### config.mk
export PLATFORM = sky130hd
export DESIGN_NAME = complemento_a_2
export DESIGN_NICKNAME = d
export VERILOG_FILES = /design/src/rtl/complemento_a_2_pkg.sv /design/src/rtl/complemento_a_2_twos_neg.sv /design/src/rtl/complemento_a_2.sv
export SDC_FILE = /design/constraint.sdc
export NUM_CORES = 1
export LEC_CHECK = 0
export ABC_AREA = 1
export BUFFER_PORTS_ARGS = -buffer_cell sky130_fd_sc_hd__buf_2
export CORE_AREA = 8 8 45 47
export DETAILED_ROUTE_END_ITERATION = 8
export DIE_AREA = 0 0 53 55
export GPL_ROUTABILITY_DRIVEN = 0
export PLACE_DENSITY = 0.34
export SETUP_SLACK_MARGIN = 0.15
export SYNTH_ARGS = -nofsm -noshare
export SYNTH_HDL_FRONTEND = slang
export SYNTH_SLANG_ARGS = --single-unit
### constraint.sdc
create_clock -name clk -period 0.8 [get_ports clk]
set_input_delay 0.12 -clock clk [delete_from_list [all_inputs] [get_ports clk]]
set_output_delay 0.12 -clock clk [all_outputs]
set_load 0.1 [all_outputs]
### src/rtl/complemento_a_2_pkg.sv
// -----------------------------------------------------------------------------
// complemento_a_2_pkg
// Shared constants and helpers for the two's-complement negator.
//   DEFAULT_WIDTH : default operand width
//   MAX_WIDTH     : widest operand supported (helper return width)
//   most_neg(w)   : most-negative w-bit value (1 followed by w-1 zeros)
//   most_pos(w)   : most-positive w-bit value (0 followed by w-1 ones)
// Helpers return MAX_WIDTH bits; callers keep the low w bits.
// -----------------------------------------------------------------------------
package complemento_a_2_pkg;

  localparam int DEFAULT_WIDTH = 4;
  localparam int MAX_WIDTH     = 16;

  localparam logic [MAX_WIDTH-1:0] ONE_FULL = {{(MAX_WIDTH-1){1'b0}}, 1'b1};

  function automatic logic [MAX_WIDTH-1:0] most_neg(input int w);
    return ONE_FULL << (w - 1);
  endfunction

  // Everything below the sign bit set: one less than the most-negative pattern.
  function automatic logic [MAX_WIDTH-1:0] most_pos(input int w);
    return most_neg(w) - ONE_FULL;
  endfunction

endpackage : complemento_a_2_pkg

### src/rtl/complemento_a_2_twos_neg.sv
// -----------------------------------------------------------------------------
// twos_neg
// Purely combinational two's-complement negator.
//   a_i   [WIDTH] : operand, signed two's complement
//   neg_o [WIDTH] : (~a_i + 1) mod 2^WIDTH, or saturated value on overflow
//   ovf_o         : 1 when a_i is the most-negative value
// Build option: define COMPLEMENTO_A_2_SAT_EN to saturate -MIN to MAX
// instead of wrapping back to MIN.
// -----------------------------------------------------------------------------
module twos_neg
  import complemento_a_2_pkg::*;
#(
  parameter int WIDTH = DEFAULT_WIDTH
) (
  input  logic [WIDTH-1:0] a_i,
  output logic [WIDTH-1:0] neg_o,
  output logic             ovf_o
);

  localparam logic [MAX_WIDTH-1:0] MOST_NEG_FULL = most_neg(WIDTH);
  localparam logic [WIDTH-1:0]     MOST_NEG      = MOST_NEG_FULL[WIDTH-1:0];
`ifdef COMPLEMENTO_A_2_SAT_EN
  localparam logic [MAX_WIDTH-1:0] MOST_POS_FULL = most_pos(WIDTH);
  localparam logic [WIDTH-1:0]     MOST_POS      = MOST_POS_FULL[WIDTH-1:0];
`endif
  localparam logic [WIDTH-1:0]     ONE           = {{(WIDTH-1){1'b0}}, 1'b1};

  logic [WIDTH-1:0] neg_raw;

  always_comb begin
    // NOTE: every output of a combinational block gets a default first, so no
    // path can leave it unassigned and infer a latch.
    neg_raw = ~a_i + ONE;
    ovf_o   = (a_i == MOST_NEG);
    neg_o   = neg_raw;
`ifdef COMPLEMENTO_A_2_SAT_EN
    // -MIN is not representable; clamp to MAX instead of wrapping to MIN.
    if (ovf_o) begin
      neg_o = MOST_POS;
    end
`else
    // Wrap: the raw NOT+1 of MIN is MIN itself, so neg_raw already holds it.
`endif
  end

endmodule : twos_neg

### src/rtl/complemento_a_2.sv
// -----------------------------------------------------------------------------
// complemento_a_2
// Registered two's-complement negation of BTN, one clock of latency.
//   clk          : sole clock, rising edge
//   rst          : synchronous, active-high reset
//   BTN   [WIDTH]: operand A, signed two's complement
//   RESULT[WIDTH]: registered -A
//   LED          : registered overflow flag (A was the most-negative value)
//   ZERO         : RESULT is all zeros (decoded from the registered RESULT)
// Build option: COMPLEMENTO_A_2_SAT_EN selects saturation on overflow
// (handled inside twos_neg).
// -----------------------------------------------------------------------------
module complemento_a_2
  import complemento_a_2_pkg::*;
#(
  parameter int WIDTH = DEFAULT_WIDTH
) (
  input  logic             clk,
  input  logic             rst,
  input  logic [WIDTH-1:0] BTN,
  output logic [WIDTH-1:0] RESULT,
  output logic             LED,
  output logic             ZERO
);

  logic [WIDTH-1:0] result_d, result_q;
  logic             led_d, led_q;

  twos_neg #(
    .WIDTH (WIDTH)
  ) u_twos_neg (
    .a_i   (BTN),
    .neg_o (result_d),
    .ovf_o (led_d)
  );

  always_ff @(posedge clk) begin
    // NOTE: registers use non-blocking assignments so every flop samples the
    // pre-edge values, independent of statement order.
    if (rst) begin
      result_q <= '0;
      led_q    <= 1'b0;
    end else begin
      result_q <= result_d;
      led_q    <= led_d;
    end
  end

  // Decoded from the stored value, so it is 1 during reset with no extra flop.
  assign ZERO   = ~|result_q;
  assign RESULT = result_q;
  assign LED    = led_q;

endmodule : complemento_a_2

Word level (Yosys, flattened, before mapping)

Index checks and enable logic that the tools add are counted.

Logic and storage cells: 7
Flip-flop bits (word level): 5
Input port bits: 6
Output and inout port bits: 6

Reduce and logical (&&, ||, !) cells: 2
Equal/unequal tests: 1
Bitwise operators: 1
Add/sub/neg operators: 1

Operator list:

| cell                | count |
|---|---|
| $add 4x1->4 const B | 1 |
| $eq 4x4->1 const B  | 1 |
| $not 4->4           | 1 |
| $reduce_or 4->1     | 1 |
| $logic_not 1->1     | 1 |

Depth between registers and ports, before layout

Gate-level depths: netlist of the first run.

Depth in word-level cells: 2
Depth in mapped cells: 4
Mapped depth without buffers: 4

Hierarchy

A second synthesis of the first run with hierarchy kept.

Cell total of the unflattened synthesis: 35
Area, all modules: 234.0 µm²

Modules (own cells, without submodules):

| module          | area an instance (µm²) | cells an instance | sequential area each (µm²) | instances |
|---|---|---|---|---|
| complemento_a_2 | 163.9                  | 22                | 100.1                      | 1 |
| twos_neg        | 70.1                   | 13                | 0.0                        | 1 |

Worst setup path before layout of the first run

Ideal clock, no wire load.

Path kind: register to output
Start point: register result_q[1], in the netlist RESULT[1]
End point: output ZERO
Slack: -2.369 ns
Required time: 0.680 ns
Data arrival time: 3.049 ns
Cell stages (with the launch flop): 3
Path buffers: 0
Path through: dfxtp_1 -> nor2_1 -> nor3b_1

Cells in the longest elaborated chain, start to end: 2

RTL lines:

| item                     | line                  | RTL |
|---|---|---|
| start: declaration       | complemento_a_2.sv:26 | `logic [WIDTH-1:0] result_d, result_q;` |
| start signal: assignment | complemento_a_2.sv:44 | `result_q <= result_d;` |
| $reduce_or 4->1          | complemento_a_2.sv:50 | `assign ZERO = ~\|result_q;` |
| $logic_not 1->1          | complemento_a_2.sv:50 |  |
| end: declaration         | complemento_a_2.sv:23 | `output logic ZERO` |

Every way passes these cells.

Worst setup path after layout of the first run

Start point: register result_q[0], in the netlist RESULT[0]
End point: output ZERO

Same word-level chain as after synthesis.

==> impl_metrics.ini, run 1 <==
[power]
pwr-share-clk_pct = 31.0
intPower_mw = 0.591
ir_drop_v = 0.000527
power_switching_mw = 0.311
combPwrFrac_pct = 38.8
seq_power_share_pct = 30.2
leakagePower_nw = 0.230
p_per_area_mw_per_mm2 = 1870
swShare_pct = 34.5

[synth]
seq_area_frac_synth_pct = 51.3
synth_area_leaders = dfxtp_1, inv_1, nor2_1, ha_1, xor2_1
syn-num-nets = 31
ys_warn_count = 0
avgSynthCellArea_um2 = 8.13
syn_inst = 24
synth_top_area_share_pct = 51.3
syn-cell-area_um2 = 195
synth_cell_types = 11
synth-seq-cells = 5
yosysTopAreaCell = dfxtp_1

[worst_setup_path]
timing.critical_path.buf_inv = 1
path_max_fanout = 2
cp_slowest_cell = dfxtp_4
cp_cell_sequence = nor2_1 -> nor3b_4 -> buf_12
cp_data_arrival_time_ns = 1.08
critical_path.top_delay_family = flip-flops
worstPathRequired_ns = 0.68
critical_path_depth = 3
end_kind = primary output
critPathLaunchType = flop
slowest_delay_ns = 0.33
crit_type = flop to primary output

[run]
maxCapViolations = 0

[sta]
finalCritPeriodShare_pct = 150
drv_slew = 0
rsz0062_at_grt = true
period_needed_ns = 1.20
setup_viol_count_final = 6
maxSlewHeadroom_pct = 88.0
hold_viol_final = 0
final.setup.worst_slack_ns = -0.398
tightestPinTransition_ns = 0.180
fmaxAchievable_ghz = 0.834

[clocking]
clock_sinks = 5
clk_pin_slew_ns = 0.04
holdBufCountCts = 0
clock-root-buffer = clkbuf_4
cts_tree = yes
ctsLongestPathBuffers = 2
cts_buffers = 3
cts_htree_levels = 1

[drt]
via_count = 222
drtPass1Iterations = 1
drt_wl_total_um = 522
drc = 0
vias_per_cell = 3.64
ant_nets = 0
drt-initial-drc-count = 0
wl_per_cell_um = 8.56

[layout]
final_core_utilization_pct = 34.9
drive_gt1_share_pct = 64.4
final_cell_area_um2 = 483
antenna_cells = 0
syn_to_final_growth_pct = 147
final_nets = 53
fin_cells = 61

[placement]
dpl.cell_count = 55
port_buffers = 11
place_ws_ns = -0.157
place_area_um2 = 423
dpl.hpwl_um = 427

[grt]
grt_max_degree = 6
grt_pass1_wl_um = 903
antenna_found_initial = 0
grt_overflow = 0
grt_pass1_vias = 236
track_usage_pct = 4.75

[min_path]
hp-class = input port to flop
min_path_cells = 2
min_from = rst
min_delay_worst_endpoint = RESULT[2]

[floorplanning]
rows = 14
core_area_mm2 = 0.00138
ios = 12
fp.dieW_um = 53
start_util_pct = 14.1
fp.dieH_um = 55
fp.dieArea_mm2 = 0.00292

[run_status]
violations = negative setup slack
status = finished with violations
## how the worst max path moves through the flow
| stage | start | endpoint | slack, ns |
|---|---|---|---|
| 6_report | RESULT[0] | ZERO | -0.40 |
| 2_1_floorplan | RESULT[1] | ZERO | -0.73 |
| 5_1_grt | RESULT[0] | ZERO | -0.45 |
| 3_5_place_dp | RESULT[1] | ZERO | -0.16 |
| 4_1_cts | RESULT[0] | ZERO | -0.41 |
| 3_3_place_gp | RESULT[1] | ZERO | -0.14 |
## logic make-up after synthesis
group / share of synthesized area (%)
adders and majority gates: 6.41
AOI/OAI and AO/OA: 2.56
and+or+nand+nor: 25.6
xor gates and xnor gates: 4.49
buffers and inverters: 9.62
DFF: 51.3
## per-stage QoR
stage	setup TNS (ns)	total power [mW]	hold WS, ns
2_1_floorplan	-0.729	0.468	0.182
3_3_place_gp	-0.142	0.607	0.330
3_5_place_dp	-0.157	0.609	0.336
4_1_cts	-1.28	0.913	0.0910
5_1_grt	-1.48	0.952	0.0995
6_report	-1.31	0.903	0.102
## Yosys cell counts
cell type and n:
nor2_2 1, nor3b_1 1, a21oi_1 1, nand3_1 1, nor2_1 5, ha_1 1
dfxtp_1 5, xor2_1 1, nand2_1 2, inv_1 5, nor3_1 1
## power groups by stage
stage	logic, mW	registers, mW	clock network (mW)
floorplan	0.0840	0.384	0
global placement	0.331	0.275	0
detailed placement	0.334	0.275	0
CTS	0.347	0.273	0.293
global route	0.367	0.274	0.312
finish	0.350	0.273	0.280
## layer usage
metal / vias to the layer above / part of all wire (%) / global-route usage (%)
met3: 2 / 14 / 2.67
met4: 0 / 4.6 / 9.05
met1: 93 / 34 / 3.65
met5: - / 0 / 0
met2: 12 / 48 / 6.25
li1: 115 / - / -
## final cells by class
cell class | instances | area, um^2
fill | 145 | 901
timing repair buffer | 17 | 209
sequential | 5 | 119
multi-input combinational | 14 | 90.1
clock buffer | 4 | 26.3
tap | 16 | 20.0
inverter | 5 | 18.8
## what timing repair did
action	4_1_cts	5_1_grt
resized for setup	4	1
pin swaps	1	0
setup buffers	1	1
endpoints found under the setup margin	6	6
## state kept, by name, indices dropped and copies added (netlist names)
name,cells
LED,1
RESULT,4
## cells in the final DEF (no fill, tap or decap)
| cell type | n |
|---|---|
| a21oi_1 | 1 |
| buf_12 | 6 |
| buf_2 | 5 |
| buf_4 | 1 |
| buf_6 | 5 |
| clkbuf_1 | 1 |
| clkbuf_4 | 3 |
| dfxtp_4 | 5 |
| ha_2 | 1 |
| inv_1 | 4 |
| inv_2 | 1 |
| nand2_1 | 2 |
| nand3_1 | 1 |
| nor2_1 | 5 |
| nor2_2 | 1 |
| nor3_1 | 1 |
| nor3b_4 | 1 |
| xor2_1 | 1 |
Power figures use the tool's default switching activity.
==> run 2, diff against run 1 <==
BUFFER_PORTS_ARGS = -buffer_cell sky130_fd_sc_hd__buf_4   (was -buffer_cell sky130_fd_sc_hd__buf_2)
PLACE_DENSITY = 0.37   (was 0.34)
SYNTH_HIERARCHICAL = 1   (was unset)
==> run 2 against run 1 <==
Net effect:
- the flow still finishes with violations (negative setup slack)
- worst setup slack gained 0.097 ns
- design area up 3.9%
- utilization rose by 1.4 points
- combinational power grew 1%
- count of clock-buffer cells in the layout stayed put
- non-clock buffer count is 2 lower
- die area did not move
- highest routed layer is now met3
==> impl_metrics.ini, run 2 <==
[grt]
grt_pass1_vias = 222
grt_overflow = 0
track_usage_pct = 4.15
grt_pass1_wl_um = 765
grt_max_degree = 6
antenna_found_initial = 0

[power]
intPower_mw = 0.588
combPwrFrac_pct = 39.0
pwr-share-clk_pct = 31.2
leakagePower_nw = 0.250
swShare_pct = 35.5
power.total_mw = 0.912
p_per_area_mw_per_mm2 = 1820
seq_power_share_pct = 29.8
ir_drop_v = 0.000406
power_switching_mw = 0.324

[sta]
final.setup.worst_slack_ns = -0.302
setup_viol_count_final = 6
hold_viol_final = 0
period_needed_ns = 1.10
tightestPinTransition_ns = 0.113
fmaxAchievable_ghz = 0.908
maxSlewHeadroom_pct = 92.4
rsz0062_at_grt = true
finalCritPeriodShare_pct = 138
drv_slew = 0

[layout]
fillerInstances = 144
drive_gt1_share_pct = 60.4
final_nets = 61
multi_input_area_um2 = 96.3
final_cell_area_um2 = 502
regArea_um2 = 119
largest_reg_flops = 4
final_common_cell = inv_1
syn_to_final_growth_pct = 114
antenna_cells = 0
mostFrequentLayoutCells = inv_1, buf_4, nor2_1, buf_12, dfxtp_4
fin_cells = 69

[synth]
synth_common_cells = inv_1, nor2_1, nand2_1
syn-cell-area_um2 = 234
yosysTopAreaCell = dfxtp_1
synth_cell_types = 9
syn-num-nets = 42
synthFlopType = dfxtp_1
syn_inst = 35
seq_area_frac_synth_pct = 42.8
synth_edf_count = 0
ys_warn_count = 6
synth_top_area_share_pct = 42.8
synth-seq-cells = 5
synth_most_common_cell = inv_1
async_flop_share_pct = 0
avgSynthCellArea_um2 = 6.68
synth_area_leaders = dfxtp_1, inv_1, nor2_1, nand2_1, ha_1

[clocking]
ctsLongestPathBuffers = 2
clk_pin_slew_ns = 0.04
cts_tree = yes
holdBufCountCts = 0
cts_htree_levels = 1
clock_sinks = 5
cts_buffers = 3
clock-root-buffer = clkbuf_4

[floorplanning]
fp.dieArea_mm2 = 0.00292
fp.dieH_um = 55
rows = 14
start_util_pct = 16.9
fp.dieW_um = 53
ios = 12
core_area_mm2 = 0.00138

[min_path]
hp-class = input port to flop
min_path_cells = 2

[run_status]
violations = negative setup slack
status = finished with violations

[worst_setup_path]
crit_type = flop to primary output
cp_slowest_cell = dfxtp_4
cp_cell_sequence = inv_2 -> nand2_2 -> nor2_4 -> buf_12
end_kind = primary output
cp_data_arrival_time_ns = 0.98
worstPathRequired_ns = 0.68
critPathLaunchType = flop
slowest_delay_ns = 0.35
path_max_fanout = 2

[run]
maxCapViolations = 0

[drt]
drtPass1Iterations = 1
drt_wl_total_um = 497
drt-initial-drc-count = 0
drc = 0
via_count = 222
ant_nets = 0
wl_per_cell_um = 7.20
vias_per_cell = 3.22

[placement]
port_buffers = 11
dpl.cell_count = 62
dpl.hpwl_um = 395
place_area_um2 = 368
==> run 2: area by class of cell <==
cell class	instances	share of cell area [%]
Inverter	12	8.98
Clock buffer	4	5.24
Sequential cell	5	23.7
Timing Repair Buffer	15	38.9
Tap cell	16	3.99
Multi-Input combinational cell	17	19.2
==> run 2: path summary, 6_finish.rpt <==
path              slack, ns      start   end
setup / recovery      -0.30  RESULT[3]  ZERO
hold / removal         0.06        rst   LED
==> run 2: per-layer routing <==
layer  global-route usage [%]  wire [um]
met1                     2.89        160
met2                     6.45        289
met3                     1.60         47
met4                     7.76          0
met5                        0          0
==> run 2: worst max-delay path, delay by kind of cell, from the launching register on <==
kind,cells,cell delay (ns)
buf+inv,2,0.23
flops,1,0.35
simple gates,2,0.17
==> run 2: metrics by stage <==
stage | TNS [ns] | utilization (%) | worst slack [ns] | hold slack, ns
global route | -1.12 | 36.3 | -0.339 | 0.0575
global placement | -0.137 | 26.6 | -0.121 | 0.312
finish | -0.951 | 36.3 | -0.302 | 0.0601
floorplan | -0.383 | - | -0.383 | 0.182
CTS | -0.939 | 35.2 | -0.298 | 0.0552
detailed placement | -0.127 | 26.6 | -0.118 | 0.312
==> run 2: cell families after synthesis <==
logic type | after synthesis | synth area share, %
buffers and inverters | 13 | 22.5
xor gates and xnor gates | 1 | 3.74
DFF | 5 | 42.8
and+or+nand+nor | 15 | 25.7
adders and majority gates | 1 | 5.35
==> run 2: what timing repair did <==
| item | in CTS | in global routing |
|---|---|---|
| setup buffers | 2 | 1 |
| gates resized for setup | 21 | 2 |
| endpoints found under the setup margin | 6 | 6 |
| pin swaps | 2 | 1 |
==> run 2: power by group through the flow <==
stage,Sequential [mW],Clock [mW],Combinational [mW]
4_1_cts,0.273,0.299,0.346
3_5_place_dp,0.271,0,0.275
2_1_floorplan,0.380,0,0.101
5_1_grt,0.274,0.319,0.373
6_report,0.272,0.285,0.355
3_3_place_gp,0.271,0,0.275
